### config.mk
export PLATFORM = sky130hd
export DESIGN_NAME = debug_uart_rx
export DESIGN_NICKNAME = d
export VERILOG_FILES = /design/src/rtl/debug_uart_pkg.sv /design/src/rtl/debug_uart_rx_sync.sv /design/src/rtl/debug_uart_rx.sv
export SDC_FILE = /design/constraint.sdc
export NUM_CORES = 1
export LEC_CHECK = 0
export ABC_CLOCK_PERIOD_IN_PS = 4200
export CORE_MARGIN = 4
export CORE_UTILIZATION = 45
export DETAILED_ROUTE_END_ITERATION = 10
export DONT_BUFFER_PORTS = 1
export GPL_TIMING_DRIVEN = 0
export HOLD_SLACK_MARGIN = 0.02
export PLACE_DENSITY_LB_ADDON = 0.05
export SYNTH_ARGS = -nofsm -noshare
export SYNTH_HDL_FRONTEND = slang
export SYNTH_HIERARCHICAL = 1
export SYNTH_SLANG_ARGS = --single-unit
### constraint.sdc
create_clock -name clk -period 4.2 [get_ports clk]
set_clock_uncertainty 0.2 [all_clocks]
set_input_delay 0.84 -clock clk [delete_from_list [all_inputs] [get_ports clk]]
set_output_delay 0.84 -clock clk [all_outputs]
set_load 0.05 [all_outputs]
### src/rtl/debug_uart_pkg.sv
// debug_uart_pkg
//   Shared definitions for the debug UART receiver: receiver state encoding,
//   frame constants and the elaboration-time bit-timing helpers.
//   No ports (package).

package debug_uart_pkg;

  typedef enum logic [2:0] {
    ST_IDLE  = 3'd0,
    ST_START = 3'd1,
    ST_DATA  = 3'd2,
    ST_STOP  = 3'd3,
    ST_BREAK = 3'd4
  } uart_state_e;

  // Fixed 8,n,1 frame.
  localparam int unsigned DATA_BITS   = 8;
  // Below this the three-point majority window no longer fits sensibly in a bit.
  localparam int unsigned MIN_BIT_CYC = 16;

  // Clock cycles per bit, rounded to nearest.
  function automatic int unsigned bit_cycles(input int unsigned clk_freq,
                                             input int unsigned baud);
    return (clk_freq + (baud / 2)) / baud;
  endfunction

  // Mid-bit sample position.
  function automatic int unsigned half_cycles(input int unsigned bit_cyc);
    return bit_cyc / 2;
  endfunction

  function automatic logic majority3(input logic a, input logic b, input logic c);
    return (a & b) | (a & c) | (b & c);
  endfunction

endpackage

### src/rtl/debug_uart_rx_sync.sv
// sync_2ff
//   Two-flop synchronizer for a single asynchronous bit.
//   Ports:
//     clk_i  - destination clock
//     rst_ni - asynchronous active-low reset (flops load RESET_VAL)
//     d_i    - asynchronous input
//     q_o    - synchronized output

module sync_2ff #(
  parameter logic RESET_VAL = 1'b1
) (
  input  logic clk_i,
  input  logic rst_ni,
  input  logic d_i,
  output logic q_o
);

  logic [1:0] sync_q;

  always_ff @(posedge clk_i or negedge rst_ni) begin
    if (!rst_ni) begin
      sync_q <= {2{RESET_VAL}};
    end else begin
      sync_q <= {sync_q[0], d_i};
    end
  end

  assign q_o = sync_q[1];

endmodule

### src/rtl/debug_uart_rx.sv
// debug_uart_rx
//   8,n,1 UART receiver with 3-point majority sampling, framing-error
//   detection and break handling.
//   Ports:
//     clk       - single clock
//     rstn      - asynchronous active-low reset
//     uart_rx   - asynchronous serial line, idle high
//     rx_data   - last good byte (LSB = first data bit), held between bytes
//     rx_valid  - one-cycle pulse, rx_data carries a new good byte
//     frame_err - one-cycle pulse, stop bit sampled low, byte dropped
//     busy      - high whenever the receiver is not idle

module debug_uart_rx
  import debug_uart_pkg::*;
#(
  parameter int unsigned CLK_FREQ = 60000000,
  parameter int unsigned BAUD     = 115200
) (
  input  logic       clk,
  input  logic       rstn,
  input  logic       uart_rx,
  output logic [7:0] rx_data,
  output logic       rx_valid,
  output logic       frame_err,
  output logic       busy
);

  localparam int unsigned BIT_CYC = bit_cycles(CLK_FREQ, BAUD);
  localparam int unsigned HALF    = half_cycles(BIT_CYC);
  localparam int unsigned CW      = $clog2(BIT_CYC);
  localparam int unsigned BW      = $clog2(DATA_BITS);

  localparam logic [CW-1:0] CNT_LAST = CW'(BIT_CYC - 1);
  localparam logic [CW-1:0] CNT_ONE  = CW'(1);
  localparam logic [CW-1:0] SMP_A    = CW'(HALF - 1);
  localparam logic [CW-1:0] SMP_B    = CW'(HALF);
  localparam logic [CW-1:0] SMP_C    = CW'(HALF + 1);
  localparam logic [BW-1:0] BIT_LAST = BW'(DATA_BITS - 1);
  localparam logic [BW-1:0] BIT_ONE  = BW'(1);

  if (BIT_CYC < MIN_BIT_CYC) begin : g_bad_baud
    $error("debug_uart_rx: BIT_CYC=%0d below minimum %0d", BIT_CYC, MIN_BIT_CYC);
  end

  logic                 line;
  logic                 line_prev_q;
  uart_state_e          state_q, state_d;
  logic [CW-1:0]        cnt_q, cnt_d, cnt_nxt;
  logic [BW-1:0]        bit_q, bit_d;
  logic [1:0]           smp_q, smp_d;
  logic [DATA_BITS-1:0] shift_q, shift_d;
  logic                 ok_q, ok_d;
  logic                 err_q, err_d;
  logic [7:0]           rx_data_q;
  logic                 rx_valid_q;
  logic                 frame_err_q;
  logic                 maj;

  sync_2ff #(
    .RESET_VAL(1'b1)
  ) u_sync (
    .clk_i  (clk),
    .rst_ni (rstn),
    .d_i    (uart_rx),
    .q_o    (line)
  );

  assign cnt_nxt = (cnt_q == CNT_LAST) ? '0 : cnt_q + CNT_ONE;

  // Third sample is taken live at SMP_C so the decision is made on that edge.
  assign maj = majority3(smp_q[0], smp_q[1], line);

  always_comb begin
    state_d = state_q;
    cnt_d   = cnt_q;
    bit_d   = bit_q;
    smp_d   = smp_q;
    shift_d = shift_q;
    ok_d    = 1'b0;
    err_d   = 1'b0;

    if (state_q inside {ST_START, ST_DATA, ST_STOP}) begin
      if (cnt_q == SMP_A) smp_d[0] = line;
      if (cnt_q == SMP_B) smp_d[1] = line;
    end

    unique case (state_q)
      ST_IDLE: begin
        cnt_d = '0;
        bit_d = '0;
        if (line_prev_q && !line) begin
          state_d = ST_START;
        end
      end

      ST_START: begin
        cnt_d = cnt_nxt;
        if ((cnt_q == SMP_C) && maj) begin
          // Start bit did not hold low at mid-bit: treat as a glitch.
          state_d = ST_IDLE;
          cnt_d   = '0;
        end else if (cnt_q == CNT_LAST) begin
          state_d = ST_DATA;
        end
      end

      ST_DATA: begin
        cnt_d = cnt_nxt;
        if (cnt_q == SMP_C) begin
          shift_d = {maj, shift_q[DATA_BITS-1:1]};
        end
        if (cnt_q == CNT_LAST) begin
          if (bit_q == BIT_LAST) begin
            state_d = ST_STOP;
          end else begin
            bit_d = bit_q + BIT_ONE;
          end
        end
      end

      ST_STOP: begin
        cnt_d = cnt_nxt;
        // Leave at mid stop bit so a start edge right after the stop bit is seen.
        if (cnt_q == SMP_C) begin
          cnt_d = '0;
          if (maj) begin
            state_d = ST_IDLE;
            ok_d    = 1'b1;
          end else begin
            state_d = ST_BREAK;
            err_d   = 1'b1;
          end
        end
      end

      ST_BREAK: begin
        // Counts consecutive high cycles; any low restarts the count.
        if (!line) begin
          cnt_d = '0;
        end else if (cnt_q == CNT_LAST) begin
          state_d = ST_IDLE;
          cnt_d   = '0;
        end else begin
          cnt_d = cnt_nxt;
        end
      end

      default: begin
        state_d = ST_IDLE;
        cnt_d   = '0;
      end
    endcase
  end

  always_ff @(posedge clk or negedge rstn) begin
    if (!rstn) begin
      state_q     <= ST_IDLE;
      line_prev_q <= 1'b1;
      cnt_q       <= '0;
      bit_q       <= '0;
      smp_q       <= '0;
      shift_q     <= '0;
      ok_q        <= 1'b0;
      err_q       <= 1'b0;
    end else begin
      state_q     <= state_d;
      line_prev_q <= line;
      cnt_q       <= cnt_d;
      bit_q       <= bit_d;
      smp_q       <= smp_d;
      shift_q     <= shift_d;
      ok_q        <= ok_d;
      err_q       <= err_d;
    end
  end

  // Output stage: data and valid move together; a framing error never touches data.
  always_ff @(posedge clk or negedge rstn) begin
    if (!rstn) begin
      rx_data_q   <= '0;
      rx_valid_q  <= 1'b0;
      frame_err_q <= 1'b0;
    end else begin
      rx_valid_q  <= ok_q;
      frame_err_q <= err_q;
      if (ok_q) begin
        rx_data_q <= shift_q;
      end
    end
  end

  assign rx_data   = rx_data_q;
  assign rx_valid  = rx_valid_q;
  assign frame_err = frame_err_q;
  assign busy      = (state_q != ST_IDLE);

endmodule

==> flow_metrics.tcl, run 1 <==
set metrics [dict create \
    design_area_um2 2127 \
    cts_buffer_depth 2 \
    reg2reg_slack_ns 2.01 \
    whs_ns 0.03928 \
    critPathCaptureType "output port" \
    vias 1250 \
    cts_tree "done" \
    setup_viol 0 \
    leakagePower_nw 0.9365 \
    path_clk_slew_ns 0.08 \
    synth_top_cell_by_area "dfrtp_1" \
    num_rows 23 \
    die_w_um 73.80 \
    yosys.area.top_type_share_pct 48.81 \
    startpoint_type "register" \
    finalHoldViolations 0 \
    first_pass_iters 4 \
    gp_congestion 0.8044 \
    regToRegEndpoint "state_q[1]" \
    seq_area_um2 1030 \
    syn_area_per_cell_um2 11.81 \
    grt_pass1_wl_mm 5.858 \
    drv_cap 0 \
    clkPwrFrac_pct 29.4 \
    synth_area_leaders "dfrtp_1 (49%), mux2_2 (10%), dfstp_2 (4.0%)" \
    die-area_um2 5446 \
    drcViolationCount 0 \
    period_minus_slack_ns 2.781 \
    synth-edff-count 0 \
    ff2ff_path_depth 6 \
    dieHeight_um 73.80 \
    synth.cell_area_um2 1948 \
    core_um2 4086 \
    grt_pass1_vias 1293 \
    dpl_cell_area_um2 2011 \
    maxSlewViolCount 0 \
    grt_overflow 0 \
    syn_to_final_growth_pct 9.184 \
    grt_max_degree 42 \
    outcome "completed" \
    drtIter0Drc 95 \
    ant_nets 0 \
    clock-sinks 41 \
    ys_ff_latch 41 \
    initial_core_util_pct 47.67 \
    p_total_uw 904.7 \
    port_buffers 0 \
    root_buffer "clkbuf_8" \
    post_drt_wl_per_cell_um 15.10 \
    yosysMostFrequentCell "dfrtp_1" \
    dpl.hpwl_mm 2.411 \
    nets 181 \
    required_ns 3.16 \
    slew_headroom_pct 63.74 \
    setup_tns_ns 0 \
    finalCritPeriodShare_pct 66.21 \
    cp.arrival_ns 1.74 \
    grt_usage_pct 13.99 \
    drt_wl_total_mm 3.383 \
    io_pins 14 \
    ys_seq_area_share_pct 52.86 \
    placedCellCount 215 \
    numCtsBuffers 5 \
    postCtsResizedCells 0 \
    switching_share_pct 30.08 \
    multiInputGateArea_um2 857.1 \
    rsz0062_at_grt "no" \
    worst_pin_slew_ns 0.5370 \
    p_switching_uw 272.1 \
    antenna_found_initial 0 \
    n_fill_cell 362 \
    crit_fanout 10 \
    drive_above_1_share_pct 22.99 \
    viasPerCell 5.580 \
    r2r-start "cnt_q[0]" \
    final_cells 224 \
    insertedDiodeCount 0 \
    power.share.combinational_pct 18.2 \
    syn_nets 173 \
    ys.flop_type "dfrtp_1" \
    async_flop_share_pct 100.0 \
    ys_types 48 \
    synth_cells 165 \
    synth_common_cells "dfrtp_1 (38), mux2_2 (18), nand2_1 (12), nor2_1 (10), nor3_1 (8)" \
    crit_type "reg -> out" \
    power_frac_seq_pct 52.4 \
    power_density_nw_per_um2 425.3 \
    ir_worst_vdd_mv 0.2739 \
    internal_power_uw 632.5 \
    synth_warnings 6 \
    cts_htree_levels 2 \
    clock.fmax_mhz 359.6 \
    clock_latency_ns 0.29 \
    min_path_type "in -> async" \
]
-- flip-flops by register name (all words and copies together) (netlist names) --
name / flops
cnt_q: 10
rx_data: 8
shift_q: 8
bit_q: 3
state_q: 3
smp_q: 2
u_sync/sync_q: 2
err_q: 1
frame_err: 1
line_prev_q: 1
ok_q: 1
rx_valid: 1
-- critical path, stage by stage, from the launching register on --
cell and delay (ns):
dfrtp_1 0.42, buf_1 0.42, inv_1 0.20, nand2_1 0.41
-- worst max-delay path by stage --
stage	from	end	cells after the start	slack, ns
after global placement	state_q[1]	busy	3	1.77
final	state_q[1]	busy	3	1.42
after detailed placement	state_q[1]	busy	3	1.73
after floorplan	state_q[1]	busy	3	1.95
after global routing	state_q[1]	busy	3	1.30
after CTS	state_q[1]	busy	3	1.39
-- cells by family (layout without fill, tap and decap cells) --
family / after synthesis / after routing / share of synthesized area [%]
compound gates: 18 / 18 / 7.001
xor+xnor: 9 / 9 / 4.046
fa+ha+maj: 6 / 6 / 3.789
buf+inv: 14 / 23 / 3.147
flops: 41 / 41 / 52.86
mux: 19 / 19 / 10.92
simple gates: 58 / 58 / 18.24
-- layer usage --
metal	part of all wire, %	vias to the layer above	GRT usage, %
li1	-	610	-
met1	47	615	18.13
met2	47	17	21.75
met3	3.3	8	3.830
met4	1.9	0	6.237
met5	0	-	0
-- metrics by stage --
step | utilization [%] | worst slack (ns)
after floorplan | - | 1.950
after global placement | 49.20 | 1.773
after detailed placement | 49.20 | 1.732
after CTS | 51.56 | 1.394
after global routing | 52.05 | 1.295
final | 52.05 | 1.419
-- power groups by stage --
stage / Combinational (mW) / Sequential [mW] / Clock (mW)
6_report: 0.165 / 0.474 / 0.266
2_1_floorplan: 0.135 / 0.471 / 0
4_1_cts: 0.162 / 0.474 / 0.278
3_5_place_dp: 0.159 / 0.481 / 0
3_3_place_gp: 0.155 / 0.479 / 0
5_1_grt: 0.183 / 0.481 / 0.294
-- layout make-up --
type | instances | area share, %
Tap cell | 50 | 2.941
Timing Repair Buffer | 1 | 0.9412
Clock buffer | 6 | 3.882
Multi-Input combinational cell | 110 | 40.29
Sequential cell | 41 | 48.41
Buffer | 7 | 1.647
Clock inverter | 2 | 0.6471
Inverter | 7 | 1.235
-- placed cells by master (no fill, tap or decap), types with 2 or more instances in the layout --
master	Yosys	routed
nor3b_1	2	2
nand3_1	5	5
inv_1	7	7
nand2_1	12	12
ha_1	5	5
nor2_1	10	10
clkbuf_1	4	4
mux2_2	18	18
o21a_1	2	2
o21ai_0	3	3
o211ai_1	2	2
xnor2_1	5	5
dfstp_2	3	3
nand4_1	5	5
nand3b_1	2	2
xor2_1	4	4
dfrtp_1	38	38
clkbuf_8	0	6
nor3_1	8	8
-- repair_timing --
action / 4_1_cts / 5_1_grt
hold endpoints to repair: 0 / 20
buffers inserted: 0 / 0
hold buffers: 0 / 1
(Power assumes the default switching activity.)
==> inputs of run 2 (changes only) <==
--- a/config.mk
+++ b/config.mk
@@ -5,7 +5,8 @@
 export SDC_FILE = /design/constraint.sdc
 export NUM_CORES = 1
 export LEC_CHECK = 0
-export ABC_CLOCK_PERIOD_IN_PS = 4200
+export ABC_AREA = 1
+export ABC_CLOCK_PERIOD_IN_PS = 2600
 export CORE_MARGIN = 4
 export CORE_UTILIZATION = 45
 export DETAILED_ROUTE_END_ITERATION = 10
==> constraint.sdc (replaced) <==
create_clock -name clk -period 2.6 [get_ports clk]
set_clock_uncertainty 0.2 [all_clocks]
set_input_delay 0.52 -clock clk [delete_from_list [all_inputs] [get_ports clk]]
set_output_delay 0.52 -clock clk [all_outputs]
set_load 0.05 [all_outputs]
==> run 2 against run 1 <==
  * Power rose by 63%
  * Final area up 0.71%
  * Cell count up 20%
  * Die area decreased by 0.57%
  * Clock-buffer cell count fell by 1
  * Hold slack improved by 0.12 ns
  * Clock power grew 83%
  * Critical path type unchanged
==> flow_metrics.tcl, run 2 <==
set metrics [dict create \
    design_area_um2 2142 \
    final_cells 268 \
    internal_power_mw 1.034 \
    synth_top_family_by_area "simple AND/OR/NAND/NOR gates" \
    synth_compound_area_share_pct 7.304 \
    grt_usage_pct 15.51 \
    reg2reg_slack_ns 0.74 \
    setup_viol 0 \
    grt_pass1_wl_mm 6.486 \
    yosys.area.top_type_share_pct 49.13 \
    largest_reg_flops 10 \
    finalHoldViolations 0 \
    layout_commonest_cell "nand2_1" \
    cts_tree "done" \
    final_cell_mix "nand2_1 (39), dfrtp_1 (38), inv_1 (22), nor2_1 (21), nand3_1 (13)" \
    clkPwrFrac_pct 33.0 \
    critPathCaptureType "output port" \
    crit_type "reg -> out" \
    cpMaxStageDelayCell "dfrtp_1" \
    yosys.area_share.simple_pct 25.73 \
    power_frac_seq_pct 47.5 \
    finalCritPeriodShare_pct 83.72 \
    p_total_mw 1.474 \
    synthAdderAreaFrac_pct 3.232 \
    root_buffer "clkbuf_8" \
    multiInputGateArea_um2 794.5 \
    synth_mux_area_share_pct 1.164 \
    crit_fanout 6 \
    placedCellCount 258 \
    cpPeakStageDelay_ns 0.44 \
    outcome "completed" \
    postCtsResizedCells 0 \
    seq_area_um2 1030 \
    clock-sinks 41 \
    p_switching_uw 440.6 \
    worstPathCellList "nor2_2 -> nand2_1" \
    clock_latency_ns 0.29 \
    synth_xor_area_share_pct 3.620 \
    setup_ws_ns 0.4232 \
    syn_to_final_growth_pct 10.67 \
    drtIter0Drc 73 \
    setup_tns_ns 0 \
    synth_top_cell_by_area "dfrtp_1" \
    min_path_type "reg -> reg" \
    synth-edff-count 0 \
    first_pass_iters 4 \
    gp_congestion 0.8436 \
    num_rows 23 \
    power_density_nw_per_um2 688.2 \
    n_fill_cell 385 \
    slew_headroom_pct 63.10 \
    dpl.hpwl_mm 2.510 \
    port_buffers 0 \
    syn_area_per_cell_um2 9.306 \
    ys.flop_type "dfrtp_1" \
    async_flop_share_pct 100.0 \
    viasPerCell 5.201 \
    antenna_found_initial 0 \
    io_pins 14 \
    die-area_um2 5415 \
    core_um2 4086 \
    post-place-ws_ns 0.7468 \
    die_w_um 73.59 \
    clock.fmax_mhz 459.4 \
    synth_common_cells "nand2_1 (39), dfrtp_1 (38), inv_1 (22), nor2_1 (21), nand3_1 (13)" \
    rsz0062_at_grt "no" \
    post_drt_wl_per_cell_um 13.14 \
    period_minus_slack_ns 2.177 \
    drcViolationCount 0 \
    maxSlewViolCount 0 \
    synth_warnings 6 \
    ir_worst_vdd_mv 0.2988 \
    grt_pass1_vias 1481 \
    drive_above_1_share_pct 18.35 \
    startpoint_type "register" \
    vias 1394 \
    synth.cell_area_um2 1936 \
    dpl_cell_area_um2 1998 \
    path_clk_slew_ns 0.07 \
    required_ns 1.88 \
    ys_seq_area_share_pct 53.20 \
    regMostFlops "cnt_q" \
    leakagePower_nw 0.9869 \
    synth_area_leaders "dfrtp_1 (49%), nand2_1 (7.6%), inv_1 (4.3%)" \
    power.share.combinational_pct 19.5 \
    insertedDiodeCount 0 \
    numCtsBuffers 5 \
    drt_wl_total_mm 3.522 \
    initial_core_util_pct 47.37 \
    dieHeight_um 73.59 \
    switching_share_pct 29.89 \
    syn_nets 216 \
    grt_overflow 0 \
    cts_htree_levels 2 \
    drv_cap 0 \
    final_core_util_pct 52.42 \
    ys_ff_latch 41 \
    yosysMostFrequentCell "nand2_1" \
    ys_types 29 \
    ant_nets 0 \
    worst_pin_slew_ns 0.5521 \
    synth_cells 208 \
    cts_buffer_depth 2 \
    nets 226 \
    grt_max_degree 42 \
    cp.arrival_ns 1.46 \
    whs_ns 0.1568 \
]
run 2: changes by cell type after synthesis, moves of 9 or more:
cell	previous run	this run
inv_1	7	22
a21oi_1	0	9
o21ai_2	0	9
mux2_2	18	2
nand2_1	12	39
nor2_1	10	21
run 2: power groups by stage:
stage | registers, mW | clock network [mW] | logic, mW
final | 0.700 | 0.487 | 0.287
after global routing | 0.708 | 0.540 | 0.329
after CTS | 0.699 | 0.508 | 0.294
after detailed placement | 0.712 | 0 | 0.273
after global placement | 0.712 | 0 | 0.264
after floorplan | 0.703 | 0 | 0.227
run 2: area by class of cell:
type	instances	share of cell area [%]
Inverter	23	4.030
Timing Repair Buffer	3	1.869
Buffer	4	1.168
Multi-Input combinational cell	140	37.09
Tap cell	50	2.921
Clock buffer	5	3.213
Sequential cell	41	48.07
Clock inverter	2	1.636
run 2: final timing paths:
path                                        from          endpoint  cells past startpoint
worst max-delay path                  state_q[0]              busy                      2
max in group asynchronous                   rstn       line_prev_q                      2
min in group asynchronous                   rstn        rx_data[3]                      2
worst min-delay path            u_sync/sync_q[0]  u_sync/sync_q[1]                      0
worst min register to register  u_sync/sync_q[0]  u_sync/sync_q[1]                      0
worst max register to register          cnt_q[0]          cnt_q[9]                      6
run 2: cell families (layout without fill, tap and decap cells):
| kind of cell | count (synthesis) | after routing |
|---|---|---|
| flops | 41 | 41 |
| xor+xnor | 8 | 8 |
| simple gates | 104 | 104 |
| compound gates | 21 | 21 |
| fa+ha+maj | 5 | 5 |
| mux | 2 | 2 |
| buf+inv | 27 | 37 |
run 2: critical path, delay by kind of cell (launching register included):
family,cells,cell delay (ns)
flip-flops,1,0.44
AND/OR/NAND/NOR,2,0.73
run 2: routing by layer:
metal / GRT usage (%) / vias up / part of all wire [%]
met5: 0 / - / 0
met4: 7.646 / 0 / 2.3
met3: 5.062 / 8 / 4.2
met2: 25.00 / 21 / 49
met1: 18.49 / 675 / 45
li1: - / 690 / -
run 2: what timing repair did:
item | in CTS | in global routing
hold buffers | 3 | 0
endpoints found under the hold margin | 42 | 0
buffers inserted | 0 | 0
==> inputs of run 3 (changes only) <==
--- a/config.mk
+++ b/config.mk
@@ -6,7 +6,7 @@
 export NUM_CORES = 1
 export LEC_CHECK = 0
 export ABC_AREA = 1
-export ABC_CLOCK_PERIOD_IN_PS = 2600
+export ABC_CLOCK_PERIOD_IN_PS = 2100
 export CORE_MARGIN = 4
 export CORE_UTILIZATION = 45
 export DETAILED_ROUTE_END_ITERATION = 10
==> constraint.sdc (replaced) <==
create_clock -name clk -period 2.1 [get_ports clk]
set_clock_uncertainty 0.2 [all_clocks]
set_input_delay 0.42 -clock clk [delete_from_list [all_inputs] [get_ports clk]]
set_output_delay 0.42 -clock clk [all_outputs]
set_load 0.05 [all_outputs]
==> run 3 against run 2 <==
  * Combinational power is 25% higher
  * Utilization rose by 0.061 points
  * Cell count unchanged
  * Routed wire length about the same
  * First-iteration DRC count unchanged
  * Final area up 0.12%
  * Hold slack did not move
  * Clock power grew 24%
  * Clock-buffer cell count stayed put
==> flow_metrics.tcl, run 3 (synthesis results as in run 2) <==
set metrics [dict create \
    outcome "completed" \
    dpl.hpwl_mm 2.510 \
    gp_congestion 0.8436 \
    grt_pass1_wl_mm 6.486 \
    drt_wl_total_mm 3.524 \
    viasPerCell 5.205 \
    regMostFlops "cnt_q" \
    root_buffer "clkbuf_8" \
    ff2ff_path_depth 6 \
    cpMaxStageDelayCell "dfrtp_1" \
    vias 1395 \
    critPathCaptureType "output port" \
    io_pins 14 \
    cp.arrival_ns 1.34 \
    post_drt_wl_per_cell_um 13.15 \
    drive_above_1_share_pct 18.81 \
    switching_share_pct 29.94 \
    nets 226 \
    dieHeight_um 73.59 \
    r2r-start "cnt_q[0]" \
    min_path_type "reg -> reg" \
    leakagePower_nw 0.9868 \
    clkPwrFrac_pct 33.0 \
    maxSlewViolCount 0 \
    drcViolationCount 0 \
    first_pass_iters 4 \
    port_buffers 0 \
    grt_usage_pct 15.51 \
    num_rows 23 \
    crit_fanout 6 \
    antenna_found_initial 0 \
    p_switching_uw 547.4 \
    rsz0062_at_grt "no" \
    numCtsBuffers 5 \
    drv_cap 0 \
    grt_max_degree 42 \
    die-area_um2 5415 \
    internal_power_mw 1.281 \
    power_frac_seq_pct 47.4 \
    power_density_nw_per_um2 852.6 \
    startpoint_type "register" \
    setup_viol 0 \
    cp.depth 2 \
    cts_setup_buffers 0 \
    syn_to_final_growth_pct 10.80 \
    grt_overflow 0 \
    critPathTopFamily "simple AND/OR/NAND/NOR gates" \
    worstPathCellList "nor2_2 -> nand2_2" \
    crit_buf_inv 0 \
    power.share.combinational_pct 19.6 \
    initial_core_util_pct 47.37 \
    ant_nets 0 \
    cts_buffer_depth 2 \
    slew_headroom_pct 67.05 \
    grt_pass1_vias 1481 \
    cp-startpoint "state_q[0]" \
    largest_reg_flops 10 \
    finalHoldViolations 0 \
    n_fill_cell 384 \
    drtIter0Drc 73 \
    path_clk_slew_ns 0.07 \
    cpPeakStageDelay_ns 0.44 \
    clock-sinks 41 \
    final_cell_mix "nand2_1 (38), dfrtp_1 (38), inv_1 (22), nor2_1 (21), nand3_1 (13)" \
    die_w_um 73.59 \
    core_um2 4086 \
    cp-endpoint "busy" \
    crit_type "reg -> out" \
    cts_tree "done" \
    regToRegEndpoint "cnt_q[9]" \
    worst_pin_slew_ns 0.4943 \
    clock.fmax_mhz 511.3 \
    required_ns 1.48 \
    insertedDiodeCount 0 \
    period_minus_slack_ns 1.956 \
    cts_htree_levels 2 \
    setup_tns_ns 0 \
    ir_worst_vdd_mv 0.3700 \
    finalCritPeriodShare_pct 93.13 \
    p_total_mw 1.829 \
    clock_latency_ns 0.29 \
    reg2reg_slack_ns 0.24 \
]
[run 3: cell counts in the layout (fill, tap and decap cells not counted)]
No cell type changed its count.
[run 3: worst min-delay path by stage]
stage                             to  cells past startpoint             start
floorplan                   bit_q[0]                      0              rstn
global placement          rx_data[3]                      0              rstn
detailed placement        rx_data[3]                      0              rstn
CTS                 u_sync/sync_q[1]                      0  u_sync/sync_q[0]
global route        u_sync/sync_q[1]                      0  u_sync/sync_q[0]
finish              u_sync/sync_q[1]                      0  u_sync/sync_q[0]
[run 3: metrics by stage]
stage	hold WS (ns)	std cells	setup WS, ns	instance area, um^2	util [%]
after global placement	-0.07467	258	0.2732	1998	48.90
after global routing	0.1673	268	0.03664	2145	52.48
after floorplan	-0.07559	208	0.4818	1936	-
final	0.1568	268	0.1444	2145	52.48
after CTS	0.1586	268	0.01129	2142	52.42
after detailed placement	-0.07455	258	0.2553	1998	48.90
[run 3: timing repair]
item / 4_1_cts / 5_1_grt
hold endpoints to repair: 42 / 0
hold buffers: 3 / 0
resized for setup: 0 / 1
endpoints found under the setup margin: 0 / 1
[run 3: final cells by class]
type | count | area (um^2) | share of cell area, %
Buffer | 4 | 25.02 | 1.167
Clock buffer | 5 | 68.82 | 3.209
Clock inverter | 2 | 35.03 | 1.634
Inverter | 23 | 86.33 | 4.026
Multi-Input combinational cell | 140 | 797.0 | 37.16
Sequential cell | 41 | 1030 | 48.02
Tap cell | 50 | 62.56 | 2.917
Timing Repair Buffer | 3 | 40.04 | 1.867
[run 3: power groups by stage]
| stage | logic, mW | registers, mW | clock network, mW |
|---|---|---|---|
| after floorplan | 0.281 | 0.871 | 0 |
| after detailed placement | 0.338 | 0.882 | 0 |
| after global placement | 0.327 | 0.881 | 0 |
| after CTS | 0.364 | 0.866 | 0.629 |
| final | 0.359 | 0.866 | 0.603 |
| after global routing | 0.411 | 0.877 | 0.669 |
[run 3: worst reg2reg max path, cell delays in order (launching register included)]
cell     delay (ns)
dfrtp_1        0.46
inv_1          0.12
ha_1           0.21
nand2_1        0.09
nor3_1         0.28
buf_2          0.28
nor3_1         0.09
[run 3: metal layers]
metal / track usage [%] / part of all wire (%) / routed length (um)
met3: 5.062 / 4.2 / 147
met1: 18.49 / 45 / 1575
met5: 0 / 0 / 0
met2: 25.00 / 49 / 1718
met4: 7.646 / 2.3 / 82
